[config.mk]
export PLATFORM = sky130hd
export DESIGN_NAME = seq_div_hilo
export DESIGN_NICKNAME = d
export VERILOG_FILES = /design/src/rtl/seq_div_hilo_pkg.sv /design/src/rtl/seq_div_hilo_div_step.sv /design/src/rtl/seq_div_hilo.sv
export SDC_FILE = /design/constraint.sdc
export NUM_CORES = 1
export LEC_CHECK = 0
export CAP_MARGIN = 20
export CORE_ASPECT_RATIO = 1.25
export CORE_MARGIN = 2
export CORE_UTILIZATION = 31
export CTS_CLUSTER_SIZE = 8
export DETAILED_ROUTE_END_ITERATION = 8
export GPL_TIMING_DRIVEN = 0
export PLACE_DENSITY = 0.47
export SLEW_MARGIN = 20
export SYNTH_ARGS = -nofsm -noshare
export SYNTH_HDL_FRONTEND = slang
export SYNTH_SLANG_ARGS = --single-unit
[constraint.sdc]
create_clock -name Clock -period 3.15 [get_ports Clock]
set_clock_uncertainty 0.2 [all_clocks]
set_input_delay 0.4725 -clock Clock [delete_from_list [all_inputs] [get_ports Clock]]
set_output_delay 0.4725 -clock Clock [all_outputs]
set_load 0.02 [all_outputs]
[src/rtl/seq_div_hilo_pkg.sv]
// Shared types and constants for the HI/LO sequential divider.
package seq_div_hilo_pkg;

   typedef enum logic [1:0] {
      IDLE = 2'b00,
      RUN  = 2'b01,
      FIX  = 2'b10,
      ZERO = 2'b11
   } div_state_e;

   localparam int unsigned DEFAULT_WIDTH = 32;
   localparam int unsigned DIV_LATENCY   = DEFAULT_WIDTH + 1;
   localparam logic [DEFAULT_WIDTH-1:0] DIV0_QUOTIENT = '1;

   function automatic int unsigned div_latency(input int unsigned width);
      return width + 1;
   endfunction

endpackage

[src/rtl/seq_div_hilo_div_step.sv]
// One restoring-division iteration: shift in the next dividend bit, subtract if it fits.
module div_step #(
   parameter int unsigned WIDTH = 32
) (
   input  logic [WIDTH-1:0] rem_in,
   input  logic             q_msb,
   input  logic [WIDTH-1:0] dvs,
   output logic [WIDTH-1:0] rem_out,
   output logic             q_bit
);

   logic [WIDTH:0] shifted;
   logic [WIDTH:0] diff;

   // The shifted remainder keeps its carry bit so divisors above 2^(WIDTH-1) still compare correctly;
   // since rem_in < dvs, diff[WIDTH] is exactly the borrow.
   always_comb begin
      shifted = {rem_in, q_msb};
      diff    = shifted - {1'b0, dvs};
      q_bit   = ~diff[WIDTH];
      rem_out = q_bit ? diff[WIDTH-1:0] : shifted[WIDTH-1:0];
   end

endmodule

[src/rtl/seq_div_hilo.sv]
// Multi-cycle restoring divider writing quotient (LO) and remainder (HI) of the HI/LO pair.
module seq_div_hilo
   import seq_div_hilo_pkg::*;
#(
   parameter int unsigned WIDTH = 32
) (
   input  logic             Clock,
   input  logic             Clear,
   input  logic             div_start,
   input  logic             div_signed,
   input  logic [WIDTH-1:0] dividend,
   input  logic [WIDTH-1:0] divisor,
   output logic             busy,
   output logic             done,
   output logic             hi_wr,
   output logic             lo_wr,
   output logic [WIDTH-1:0] hi_out,
   output logic [WIDTH-1:0] lo_out,
   output logic             div_by_zero
);

   localparam int unsigned CW = (WIDTH > 2) ? $clog2(WIDTH) : 1;
   localparam logic [CW-1:0] LAST_STEP = CW'(WIDTH - 1);

   div_state_e       state_q, state_d;
   logic [CW-1:0]    count_q, count_d;
   logic [WIDTH-1:0] rem_q, rem_d;
   logic [WIDTH-1:0] q_q, q_d;
   logic [WIDTH-1:0] dvs_q, dvs_d;
   logic             sign_q_q, sign_q_d;
   logic             sign_r_q, sign_r_d;
   logic             busy_q, busy_d;
   logic             done_q, done_d;
   logic             dbz_q, dbz_d;
   logic [WIDTH-1:0] hi_q, hi_d;
   logic [WIDTH-1:0] lo_q, lo_d;

   logic [WIDTH-1:0] step_rem;
   logic             step_bit;
   logic             sa, sb;

   div_step #(.WIDTH(WIDTH)) u_step (
      .rem_in  (rem_q),
      .q_msb   (q_q[WIDTH-1]),
      .dvs     (dvs_q),
      .rem_out (step_rem),
      .q_bit   (step_bit)
   );

   always_comb begin
      state_d  = state_q;
      count_d  = count_q;
      rem_d    = rem_q;
      q_d      = q_q;
      dvs_d    = dvs_q;
      sign_q_d = sign_q_q;
      sign_r_d = sign_r_q;
      done_d   = 1'b0;
      dbz_d    = dbz_q;
      hi_d     = hi_q;
      lo_d     = lo_q;
      sa       = div_signed & dividend[WIDTH-1];
      sb       = div_signed & divisor[WIDTH-1];

      case (state_q)
         IDLE: begin
            if (div_start) begin
               dbz_d = 1'b0;
               if (divisor == '0) begin
                  // The quotient register parks the raw dividend until it lands in HI.
                  state_d = ZERO;
                  q_d     = dividend;
               end else begin
                  state_d  = RUN;
                  q_d      = sa ? -dividend : dividend;
                  dvs_d    = sb ? -divisor : divisor;
                  rem_d    = '0;
                  count_d  = '0;
                  sign_q_d = sa ^ sb;
                  sign_r_d = sa;
               end
            end
         end
         RUN: begin
            rem_d   = step_rem;
            q_d     = {q_q[WIDTH-2:0], step_bit};
            count_d = count_q + 1'b1;
            if (count_q == LAST_STEP) begin
               state_d = FIX;
            end
         end
         FIX: begin
            lo_d    = sign_q_q ? -q_q : q_q;
            hi_d    = sign_r_q ? -rem_q : rem_q;
            done_d  = 1'b1;
            state_d = IDLE;
         end
         ZERO: begin
            lo_d    = '1;
            hi_d    = q_q;
            dbz_d   = 1'b1;
            done_d  = 1'b1;
            state_d = IDLE;
         end
         default: state_d = IDLE;
      endcase

      busy_d = (state_d == RUN) || (state_d == FIX);
   end

   always_ff @(posedge Clock or negedge Clear) begin
      if (!Clear) begin
         state_q  <= IDLE;
         count_q  <= '0;
         rem_q    <= '0;
         q_q      <= '0;
         dvs_q    <= '0;
         sign_q_q <= 1'b0;
         sign_r_q <= 1'b0;
         busy_q   <= 1'b0;
         done_q   <= 1'b0;
         dbz_q    <= 1'b0;
         hi_q     <= '0;
         lo_q     <= '0;
      end else begin
         state_q  <= state_d;
         count_q  <= count_d;
         rem_q    <= rem_d;
         q_q      <= q_d;
         dvs_q    <= dvs_d;
         sign_q_q <= sign_q_d;
         sign_r_q <= sign_r_d;
         busy_q   <= busy_d;
         done_q   <= done_d;
         dbz_q    <= dbz_d;
         hi_q     <= hi_d;
         lo_q     <= lo_d;
      end
   end

   assign busy        = busy_q;
   assign done        = done_q;
   assign hi_wr       = done_q;
   assign lo_wr       = done_q;
   assign hi_out      = hi_q;
   assign lo_out      = lo_q;
   assign div_by_zero = dbz_q;

endmodule

# == Word level (Yosys, flattened, before mapping) ==
# Cells that the tools add are included.
# totals
ff_bits,172
inputBits,68
# classes
add_sub_neg,6
n_reduce_logical,11
n_bitwise,5
n_eq_ne,8
mux,23
# op_table
operator,count
two-way mux 32 bit,9
case mux 32 bit (2 select lines),4
negation 32 bit,4
subtractor 33 x 32 -> 33 bit,1
logical NOT 32 bit,1
two-way mux 5 bit,2
case mux 5 bit (2 select lines),1
"== test 2 bit, second input constant",3
two-way mux 2 bit,3
case mux 2 bit (3 select lines),1
AND reduction 3 bit,2
nonzero test 2 bit,3
"adder 5 x 1 -> 5 bit, second input constant",1
"== test 5 bit, second input constant",1
"== test 2 x 1 -> 1 bit, second input constant",2
"!= test 2 bit, second input constant",2
AND reduction 2 bit,2
AND 1 bit,2
logical NOT 2 bit,1
two-way mux 1 bit,2
NOT 1 bit,2
case mux 1 bit (2 select lines),1
OR reduction 2 bit,1
logical OR 1 bit,1
bitwise XOR 1 bit,1

# == Logic depth before layout (Yosys ltp) ==
# Gate-level depths: netlist of run 1.
# depth
word_depth,6
mapped_depth,12
ltp_nobuf,11

# == Hierarchy ==
# A second synthesis of run 1 with hierarchy kept.
# hier_totals
cells_unflattened,1339
hier_area_um2,11666.2
# modules_own_cells
module,cells_each,instances,seq_area_each_um2,area_per_inst_um2
seq_div_hilo,1028,1,4304.1,9410.3
div_step,311,1,0.0,2255.9

# == Worst setup path before layout of run 1 ==
# OpenSTA, ideal clock, no wires.
# synth_path
path_type,register -> register
from,register q_q[31]
to,register rem_q[8]
synth_period_minus_slack_ps,3350
arrival_time_ps,3017
path_slack_ps,-200
stages_incl_launch_ff,13
cell_sequence,dfrtp_1 inv_1 ha_1 fa_1 nand2b_1 a21oi_1 o31ai_1 o31ai_1 a211oi_1 xnor2_1 buf_1 mux2i_1 o22ai_1
# synth_between
elab_chain_cells,3
# synth_lines
element,line,source
from (decl),seq_div_hilo.sv:28,"logic [WIDTH-1:0] q_q, q_d;"
from (signal assigned),seq_div_hilo.sv:129,q_q <= q_d;
subtractor 33 x 32 -> 33 bit,seq_div_hilo_div_step.sv:19,"diff = shifted - {1'b0, dvs};"
two-way mux 32 bit,seq_div_hilo_div_step.sv:21,rem_out = q_bit ? diff[WIDTH-1:0] : shifted[WIDTH-1:0];
case mux 32 bit (2 select lines),seq_div_hilo.sv:65,case (state_q)
to (signal assigned),seq_div_hilo.sv:128,rem_q <= rem_d;
to (decl),seq_div_hilo.sv:27,"logic [WIDTH-1:0] rem_q, rem_d;"
# Every way passes these cells.
# A chain may end at the register's enable or synchronous reset.

# == Worst setup path after layout of run 1 ==
# layout_path
from,register q_q[7]
to,"register lo_q[29], in the netlist lo_out[29]"
# layout_between
elab_chain_cells,3
# layout_lines
element,line,source
negation 32 bit,seq_div_hilo.sv:93,lo_d = sign_q_q ? -q_q : q_q;
two-way mux 32 bit,seq_div_hilo.sv:93,
case mux 32 bit (2 select lines),seq_div_hilo.sv:65,
to (signal assigned),seq_div_hilo.sv:137,lo_q <= lo_d;
to (decl),seq_div_hilo.sv:36,"logic [WIDTH-1:0] lo_q, lo_d;"
# Every way passes these cells.

==> metrics, run 1 <==
Combinational Power Share=0.651; Worst path depth=8; most common cell after layout, fill and taps aside=nand2_1; number of synthesized flops with an enable pin=0; Setup CP Type=reg2reg; maximum vdd drop=between 500 and 600 uV; GR Util All Layers=0.2027; share of cells above drive strength 1=0.1407; RR Endpoint=lo_out[29]; Clock Tree Root=clkbuf_16; final net count=around 1,600; Final Hold Fails=0; wire length per cell=19.85 um; Avg Vias per Cell=slightly above 5; num rows=just under 80; number of top-level pins=137; minimum clock period=3.232 ns; R2R depth=8; first drt pass iteration count=7; Power Dens Cells=roughly 1300 nW/um2; top cells by area, synth=dfrtp_1 38%, o21ai_0 6.4%, xnor2_1 5.8%; CTS Sinks=172; Net Switching=9.439 mW; Port Buffers=between 100 and 150; Setup TNS=-0.4020 ns; Clk pwr share=0.110; Tcrit/Tclk final=1.026; average size of a mapped cell=8.736 um2; Setup WS post-layout=-0.08245 ns; Worst EP arrival=between 3 and 4 ns; Critical Path Sink=lo_out[29]; ys flop type=dfrtp_1; clk_lat worst skew=roughly 0.44 ns; Worst Setup SP=q_q[7]; n_diodes=0; commonest cells after routing, fill and taps aside=163 x nand2_1, 154 x dfrtp_1, 131 x clkdlybuf4s50_1; first-pass GRT wire length=around 60 mm; Die Area=about 38,000 um2; routed wl met3=1.186 mm; post-synthesis cell type count=61; Internal Power=around 10 mW; Max clock buf depth=2; actual slew at the worst max-slew pin=approximately 0.73 ns; Worst Path Buf+Inv=0; Pleak=about 5.9 nW; switching portion of total power=0.4742; Starting DRT DRC Count=roughly 590; critical path's slowest cell=or4_4; met1 WL=between 15 and 20 mm; CP required=~3.3 ns; total number of vias=just over 10,000; warnings from Yosys=0; Design Power=between 15 and 20 mW; post-synth top area share=0.3781; Fmax achieved=0.3094 GHz; Floorplan Core Area=36,210 um2; DRC Markers=0; Starting Density=0.3144; post-synthesis register bit count=around 170; register area share after synthesis=0.3781; RSZ-0062 raised after global routing=true; crit path cell chain=or4_4 -> or4_4 -> or3_4 -> or3_4 -> o31ai_4 -> nand2_1 -> xor2_1 -> o22a_1; Slowest Stage Delay on Critical Path=between 0.5 and 0.6 ns; TritonCTS clock tree=built; DP Wirelength=30.32 mm; hold crit path type=in2reg; largest net degree at the start of global routing=slightly above 90; Reg clk slew, reported paths=0.07 ns; max-slew violation count=0; reg2reg start=q_q[7]; Worst setup EP type=flip-flop; GPL Wtd Cong=around 0.84; Slew HR=0.5128; post-route ant nets=0; area delta synth->final=30.46%; die height=218.2 um; Num CTS Buffers=17; global route overflow=0; DR WL met2=approximately 20 mm; uppermost layer routed=met4; status=finished with violations; flop-to-flop setup slack=-0.08 ns; initial antenna violation count=0; drt total wl=39.16 mm; failing checks=negative setup slack; Mapped Cells=between 1,000 and 1,500; Startpoint Class=flip-flop; post-synth net total=around 1,400; Max Fanout on Critical Path=5; Max-Cap Viols=0; final setup fails=9; Die Wd=between 150 and 200 um; Crit path max-delay family=simple AND/OR/NAND/NOR gates; area leader, netlist=dfrtp_1; Mapped Area=11,380 um2; Async SR Flop Fraction=1.000; number of global-route vias before repair=approximately 10,000; H-tree levels=4; register share of total power=0.239
==> registers in the layout (all words and copies together) (netlist names), 2 cells and up <==
signal and count:
q_q 32, hi_out 32, rem_q 32, state_q 2
count_q 5, dvs_q 32, lo_out 32
==> per-layer routing <==
metal  vias to the layer above  global-route usage
li1                       5015                   -
met2                       219              0.3748
met5                         -                   0
met4                         0             0.07167
met3                        45             0.02401
met1                      4916              0.2400
==> metrics by stage <==
stage               area (um2)  std cells  hold slack, ns    util  setup slack [ns]
finish                   14850       1973          0.1746  0.4102          -0.08245
global route             14850       1973          0.1624  0.4102           -0.1558
CTS                      14390       1964          0.1561  0.3975           -0.1437
detailed placement       13390       1920          0.2709  0.3698            -1.326
global placement         13360       1919          0.2668  0.3689            -6.139
floorplan                11390       1303        -0.02309       -           0.03235
==> Yosys cell counts (all sizes together), types with 3 or more instances <==
library cell,count
dfrtp,172
nand2,164
o21ai,149
a21oi,88
xnor2,76
xor2,74
clkbuf,64
nor2,61
inv,58
ha,38
mux2i,38
o31ai,34
o22a,32
or3,27
mux2,19
or4,16
nand3,15
nor3,15
a22oi,13
nand4,13
nor2b,11
o22ai,11
o41ai,11
buf,9
a31oi,8
nand2b,8
a21o,7
o21a,7
and3,6
nor4,6
a211oi,4
a32oi,4
and2,4
o21bai,4
o221ai,4
a22o,3
nand3b,3
o311ai,3
or2,3
==> worst min path at each step <==
stage / startpoint / to / slack, ns / depth (start not counted)
2_1_floorplan: Clear / busy / -0.02 / 0
3_3_place_gp: dvs_q[30] / dvs_q[30] / 0.27 / 2
3_5_place_dp: dvs_q[30] / dvs_q[30] / 0.27 / 2
4_1_cts: dividend[9] / q_q[9] / 0.16 / 3
5_1_grt: dividend[9] / q_q[9] / 0.16 / 3
6_report: dividend[9] / q_q[9] / 0.17 / 3
==> cell families after synthesis <==
kind of cell	synth area share
xor gates and xnor gates	0.1154
DFF	0.3781
adders and majority gates	0.04353
and+or+nand+nor	0.1499
buffers and inverters	0.04418
AOI/OAI and AO/OA	0.2166
muxes	0.05221
==> power groups by stage <==
stage,Sequential (mW),Combinational [mW],Clock [mW]
final,4.75,13.0,2.19
after CTS,4.68,11.9,2.23
after global placement,4.69,11.1,0
after detailed placement,4.69,11.2,0
after floorplan,4.55,7.51,0
after global routing,4.88,14.2,2.32
==> final cells by class <==
class,instances,area [um2]
Timing Repair Buffer,168,1688
Buffer,63,310.3
Clock buffer,21,470.5
Inverter,58,220.2
Tap cell,480,600.6
Fill cell,3703,21360
Sequential cell,172,4327
Clock inverter,11,130.1
Multi-Input combinational cell,1000,7104
==> worst reg2reg max path, stage by stage, from the launching register on <==
cell,delay [ns]
dfrtp_2,0.44
or4_4,0.56
or4_4,0.44
or3_4,0.35
or3_4,0.37
o31ai_4,0.31
nand2_1,0.12
xor2_1,0.17
o22a_1,0.17
==> what timing repair did <==
item / CTS / global route
setup buffers: 18 / 9
hold endpoints to repair: 82 / 0
endpoints found under the setup margin: 120 / 102
gates cloned: 1 / 2
hold buffers: 1 / 0
gates resized for setup: 92 / 111
pin swaps: 23 / 22
Note: power is estimated with default switching activity, not from simulation.
==> inputs of run 2 (changes only) <==
Settings changed: CORE_MARGIN 2 to 5, SLEW_MARGIN 20 to 0.
==> run 2 against run 1 <==
  * The flow still finishes with violations (negative setup slack)
  * Critical path type unchanged
  * Count of clock-buffer cells in the layout is 3 lower
  * Sequential power hardly changed
  * Core utilization is 0.37 points higher
  * Global-route usage is 1.2 points lower
  * Via count is 1.0% higher
  * Critical endpoint is now lo_out[25]
  * Wire length is 1.7% higher
  * Largest power group unchanged
  * Combinational power hardly changed
  * Highest routed layer unchanged
  * Worst setup slack better by 0.048 ns
  * Cell count is 0.51% higher
  * Sequential cell count stayed put
  * Die area is 6.3% higher
==> metrics, run 2 (same netlist as run 1, synthesis figures left out) <==
largest net degree at the start of global routing=97; Max clock buf depth=2; Port Buffers=~140; Die Area=between 40,000 and 50,000 um2; pre-CTS setup slack=-1.353 ns; Reg clk slew, reported paths=about 0.07 ns; drt total wl=39.83 mm; final setup fails=3; register area=4328 um2; final net count=1,597; CP required=roughly 3.3 ns; final instance area=15,020 um2; post-route ant nets=0; Fill cells=between 3,000 and 4,000; Starting Density=0.3136; critical path's slowest cell=dfrtp_1; placed cell areas=around 13,000 um2; most common cell after layout, fill and taps aside=nand2_1; Worst Path Buf+Inv=0; first-pass GRT wire length=roughly 61 mm; area of the multi-input gates=about 7000 um2; failing checks=negative setup slack; maximum vdd drop=between 500 and 600 uV; status=finished with violations; Max-Cap Viols=0; Setup TNS=-0.08329 ns; RR Endpoint=lo_out[25]; Final Hold Fails=0; R2R depth=8; Tcrit/Tclk final=1.011; global route overflow=0; Crit path max-delay family=simple AND/OR/NAND/NOR gates; Startpoint Class=flip-flop; Design Power=roughly 20 mW; TritonCTS clock tree=built; dpl cells=~1,900; Slew HR=0.5094; number of global-route vias before repair=between 10,000 and 15,000; Setup CP Type=reg2reg; H-tree levels=4; utilization after layout=0.4138; hold path endpoint=dvs_q[19]; worst hold start=divisor[19]; Fmax achieved=about 0.31 GHz; GR Util All Layers=0.1903; hold crit path type=in2reg; initial antenna violation count=0; Clock Tree Root=clkbuf_16; num rows=78; total number of vias=a little over 10,000; area delta synth->final=31.97%; minimum clock period=about 3.2 ns; actual slew at the worst max-slew pin=0.7359 ns; clk_lat worst skew=approximately 0.44 ns; Num CTS Buffers=17; GPL Wtd Cong=0.8308; reg2reg start=q_q[2]; Worst EP arrival=approximately 3.3 ns; CTS Sinks=172; wire length per cell=approximately 20 um; share of cells above drive strength 1=0.1477; number of top-level pins=~140; flop-to-flop setup slack=-0.03 ns; Pleak=5.942 nW; commonest cells after routing, fill and taps aside=160 x nand2_1, 153 x dfrtp_1, 133 x o21ai_0; die height=224.2 um; Die Wd=~180 um; n_diodes=0; Max Fanout on Critical Path=6; DRC Markers=0; worst hold stages=4; Avg Vias per Cell=slightly above 5; crit path cell chain=or3_1 -> or3_1 -> or3_4 -> or3_4 -> o31ai_4 -> nand2_1 -> xor2_1 -> o22a_1; max-slew violation count=0; first drt pass iteration count=5; DP Wirelength=30.95 mm; Slowest Stage Delay on Critical Path=roughly 0.50 ns; Worst setup EP type=flip-flop; Power Dens Cells=1333 nW/um2; WHS=between 0.2 and 0.3 ns; Worst Setup SP=q_q[2]; RSZ-0062 raised after global routing=true; non-filler cells, final=approximately 2,000; Starting DRT DRC Count=649; Floorplan Core Area=~36,000 um2; Setup WS post-layout=-0.03457 ns
[run 2: cell types whose count changed in the layout (fill, tap and decap cells not counted), sizes merged]
cell	before	now
inv	62	65
buf	50	52
bufinv	2	4
clkdlybuf4s15	0	2
clkdlybuf4s50	131	129
dlygate4sd2	0	2
dlymetal6s2s	0	2
clkbuf	70	71
clkinv	1	0
clkinvlp	4	3
[run 2: area by class of cell]
| class | instances | area share |
|---|---|---|
| multi-input cells | 1000 | 0.4792 |
| flip-flops and latches | 172 | 0.2881 |
| repair buffers | 177 | 0.1158 |
| well taps | 480 | 0.03998 |
| clock buffers | 18 | 0.02857 |
| plain buffers | 64 | 0.01999 |
| inverters | 58 | 0.01466 |
| clock inverters | 14 | 0.01374 |
[run 2: metal layers]
layer / up-vias / track usage / part of all wire
met4: 0 / 0.06055 / 0.025
met1: 4984 / 0.2305 / 0.42
met5: - / 0 / 0
li1: 5039 / - / -
met3: 39 / 0.02685 / 0.032
met2: 235 / 0.3484 / 0.52
[run 2: worst min-delay path: stages]
cell	delay (ns)
dlymetal6s2s_1	0.17
xor2_1	0.09
nand2_1	0.05
o21ai_0	0.06
[run 2: power breakdown]
group | switching, mW | internal [mW]
combinational | 7.12 | 5.82
sequential | 1.40 | 3.33
clock | 0.991 | 1.35
[run 2: timing repair]
| item | in CTS | in global routing |
|---|---|---|
| setup endpoints to repair | 120 | 102 |
| endpoints found under the hold margin | 76 | 0 |
| setup buffers | 19 | 19 |
| hold buffers | 1 | 0 |
| cloned | 0 | 1 |
| resized for setup | 96 | 87 |
| pin swaps | 23 | 33 |
[run 2: worst max-delay path by stage]
stage	endpoint	slack, ns	cells past startpoint
after floorplan	q_q[29]	0.03	8
after global placement	q_q[13]	-6.10	1
after detailed placement	rem_q[2]	-1.35	9
after CTS	lo_out[25]	-0.13	8
after global routing	lo_out[25]	-0.12	8
final	lo_out[25]	-0.03	8
==> inputs of run 3 (changes only) <==
Settings changed: MAX_ROUTING_LAYER set to met4, RECOVER_POWER set to 100, SLEW_MARGIN 0 to 15.
==> run 3 against run 2 <==
  * The flow finishes with violations (max-capacitance violations, max-slew violations, negative setup slack)
  * Via count down 0.24%
  * Wire length about the same
  * Die area unchanged
  * Critical path type unchanged
  * Highest routed layer unchanged
==> metrics, run 3 (same netlist as run 1, synthesis figures left out) <==
status=finished with violations; failing checks=max-capacitance violations, max-slew violations, negative setup slack; actual slew at the worst max-slew pin=around 2 ns; Setup TNS=-0.1409 ns; Design Power=around 20 mW; DP Wirelength=between 30 and 40 mm; wire length per cell=20.04 um; number of global-route vias before repair=about 10,000; number of top-level pins=roughly 140; worst hold stages=4; commonest cells after routing, fill and taps aside=161 x nand2_1, 154 x dfrtp_1, 122 x o21ai_0; Max Fanout on Critical Path=6; RSZ-0062 raised after global routing=true; dpl cells=around 1,900; H-tree levels=4; Worst setup EP type=flip-flop; largest net degree at the start of global routing=97; maximum vdd drop=roughly 540 uV; Fmax achieved=between 0.3 and 0.4 GHz; final setup fails=7; initial antenna violation count=0; Slew HR=-0.3076; Power Dens Cells=about 1300 nW/um2; Startpoint Class=flip-flop; first drt pass iteration count=4; Die Wd=between 150 and 200 um; Port Buffers=roughly 140; Starting DRT DRC Count=roughly 760; Clock Tree Root=clkbuf_16; Final Hold Fails=0; total number of vias=just over 10,000; hold crit path type=in2reg; most common cell after layout, fill and taps aside=nand2_1; Setup CP Type=reg2reg; Reg clk slew, reported paths=~0.07 ns; Worst EP arrival=between 3 and 4 ns; n_diodes=0; num rows=78; worst hold start=divisor[19]; final instance area=roughly 15,000 um2; post-route ant nets=0; share of cells above drive strength 1=0.1460; drt total wl=roughly 40 mm; Floorplan Core Area=36,300 um2; clk_lat worst skew=between 0.4 and 0.5 ns; die height=between 200 and 250 um; non-filler cells, final=1,987; R2R depth=8; WHS=0.2546 ns; Setup WS post-layout=-0.05080 ns; Die Area=between 40,000 and 50,000 um2; reg2reg start=q_q[2]; first-pass GRT wire length=roughly 61 mm; final net count=roughly 1,600; Num CTS Buffers=17; CP required=approximately 3.3 ns; area delta synth->final=32.02%; minimum clock period=between 3 and 4 ns; TritonCTS clock tree=built; Max clock buf depth=2; Starting Density=0.3136; Avg Vias per Cell=5.170; Tcrit/Tclk final=1.016; DRC Markers=0; placed cell areas=13,390 um2; GPL Wtd Cong=between 0.8 and 0.9; GR Util All Layers=0.1959; global route overflow=0; Pleak=between 5 and 6 nW; max-slew violation count=a little under 80; Max-Cap Viols=1; CTS Sinks=around 170; Worst Setup SP=q_q[2]
run 3: what timing repair did:
| action | 4_1_cts | 5_1_grt |
|---|---|---|
| hold buffers | 1 | 0 |
| hold endpoints to repair | 76 | 0 |
| setup buffers | 19 | 22 |
| setup endpoints to repair | 120 | 102 |
| pin swaps | 23 | 32 |
| cloned | 0 | 2 |
| resized for setup | 96 | 97 |
run 3: per-stage QoR:
| step | utilization | worst slack [ns] |
|---|---|---|
| 2_1_floorplan | - | 0.03235 |
| 3_3_place_gp | 0.3679 | -6.104 |
| 3_5_place_dp | 0.3688 | -1.353 |
| 4_1_cts | 0.3998 | -0.1309 |
| 5_1_grt | 0.4139 | -0.1194 |
| 6_report | 0.4139 | -0.05080 |
run 3: power by group:
part | internal, mW | leakage, nW | total [mW] | switching (mW)
sequential | 3.33 | 1.98 | 4.72 | 1.38
clock | 1.35 | 0.301 | 2.34 | 0.986
combinational | 5.87 | 3.63 | 13.0 | 7.17
total | 10.6 | 5.91 | 20.1 | 9.54
run 3: worst paths after layout:
kind	end	slack [ns]
worst max-delay path	lo_out[25]	-0.05
worst min-delay path	dvs_q[19]	0.25
max in group asynchronous	q_q[5]	0.37
worst min register to register	dvs_q[28]	0.28
worst max register to register	lo_out[25]	-0.05
min in group asynchronous	dvs_q[7]	0.94
run 3: area by class of cell:
type / count / area, um2
fillers: 3726 / 21280
multi-input cells: 1000 / 7162
flip-flops and latches: 172 / 4327
repair buffers: 181 / 1783
well taps: 480 / 600.6
clock buffers: 18 / 429.2
plain buffers: 64 / 300.3
inverters: 58 / 220.2
clock inverters: 14 / 206.4
run 3: per-layer routing:
| metal | part of all wire | track usage |
|---|---|---|
| met5 | 0 | - |
| met1 | 0.42 | 0.2299 |
| met2 | 0.52 | 0.3490 |
| met4 | 0.025 | 0.06055 |
| met3 | 0.033 | 0.02637 |
run 3: worst max-delay path, cell delays in order (launching register included):
cell and delay (ns):
dfrtp_1 0.50, or3_1 0.43, or3_1 0.42, or3_4 0.41, or3_4 0.37, o31ai_4 0.29
nand2_1 0.11, xor2_1 0.17, o22a_1 0.17
==> RTL edit: new RTL, config.mk and constraints of run 3 <==
Re-encode `div_state_e` (4 states) as Gray code, 2 bits wide.
--- a/src/rtl/seq_div_hilo_pkg.sv
+++ b/src/rtl/seq_div_hilo_pkg.sv
@@ -6,4 +6,4 @@
       RUN  = 2'b01,
-      FIX  = 2'b10,
-      ZERO = 2'b11
+      FIX  = 2'b11,
+      ZERO = 2'b10
    } div_state_e;
Formal check against the unedited RTL: no difference found for any inputs over 10 cycles, from zero or initial values; not proved beyond that.
==> RTL edit against run 3 <==
The run ends with setup timing left; wire length grew 1.9%; setup slack worse by 680 ps; total power decreased by 2.2%; worst hold slack worse by 32 ps; sequential cell count fell by 1; synthesized area decreased by 0.47%; final area up 2.3%; largest cell class unchanged; largest power group unchanged.
==> RTL edit: results (changes against run 3) <==
r2r_cells: 10  # was 8
dp_hpwl_um: 31100  # was 30,900 µm
r2r_start: "rem_q[1]$_DFFE_PN0P_"  # was q_q[2]$_DFFE_PN0P_
slowest_delay_ps: 550  # was 500 ps
worst_ir_drop_vdd_uv: 531  # was 544 µV
min_to: "dvs_q[1]$_DFFE_PN0P_"  # was dvs_q[19]$_DFFE_PN0P_
synth_top_cells_by_area: "dfrtp_1, xor2_1, o21ai_0"  # was dfrtp_1, o21ai_0, xnor2_1
seqPwrFrac: 0.238  # was 0.235
ys_types: 65  # was 61
final_net_count: 1605  # was 1,601
tightest_slew_ps: 1140  # was 1960 ps
fin_ws_ps: -733  # was -50.8 ps
grt_pass1_wl_um: 62900  # was 61,000 µm
cp_slowest_cell: "or4_4"  # was dfrtp_1
p_clk_frac: 0.113  # was 0.116
post_cts_buffers: 48  # was 19
violations: "setup timing"  # was capacitance limit, slew limit, setup timing
setup_viol: 50  # was 7
route.met2.wl_um: 21100  # was 20,900 µm
via_per_inst: 5.23  # was 5.17
grt_util_all_layers: 0.203  # was 0.196
wl_per_cell_um: 20.4  # was 20.0 µm
yosysSeqAreaShare: 0.378  # about the same
grt_pass1_vias: 10700  # was 10,400
status: "complete, but fails checks"  # unchanged
whs_path_depth: 3  # was 4
drive_above_1_share: 0.173  # was 0.146
r2r_end: "hi_out[27]$_DFFE_PN0P_"  # was lo_out[25]$_DFFE_PN0P_
p_leak_nw: 6.11  # was 5.91 nW
==> RTL edit: final cells by class <==
type	count	area [µm²]
plain buffers	75	424
repair buffers	205	2040
clock inverters	10	143
clock buffers	21	460
well taps	480	601
flip-flops and latches	171	4300
inverters	49	191
fillers	3615	20800
multi-input cells	979	7220
==> RTL edit: layer usage <==
layer,global-route usage,vias to the layer above
li1,-,5058
met4,0.0661,0
met3,0.0263,70
met1,0.235,4998
met5,-,-
met2,0.365,279
==> RTL edit: cell families (layout without fill, tap and decap cells) <==
kind of cell | count (synthesis) | count (layout) | share of synthesized area
flip-flops | 171 | 171 | 0.378
AND/OR/NAND/NOR | 343 | 343 | 0.147
AO/OA/AOI/OAI | 411 | 411 | 0.236
adder cells (fa/ha/maj) | 39 | 39 | 0.0437
XOR/XNOR | 146 | 146 | 0.113
buffers and inverters | 133 | 360 | 0.0459
multiplexers | 40 | 40 | 0.0367
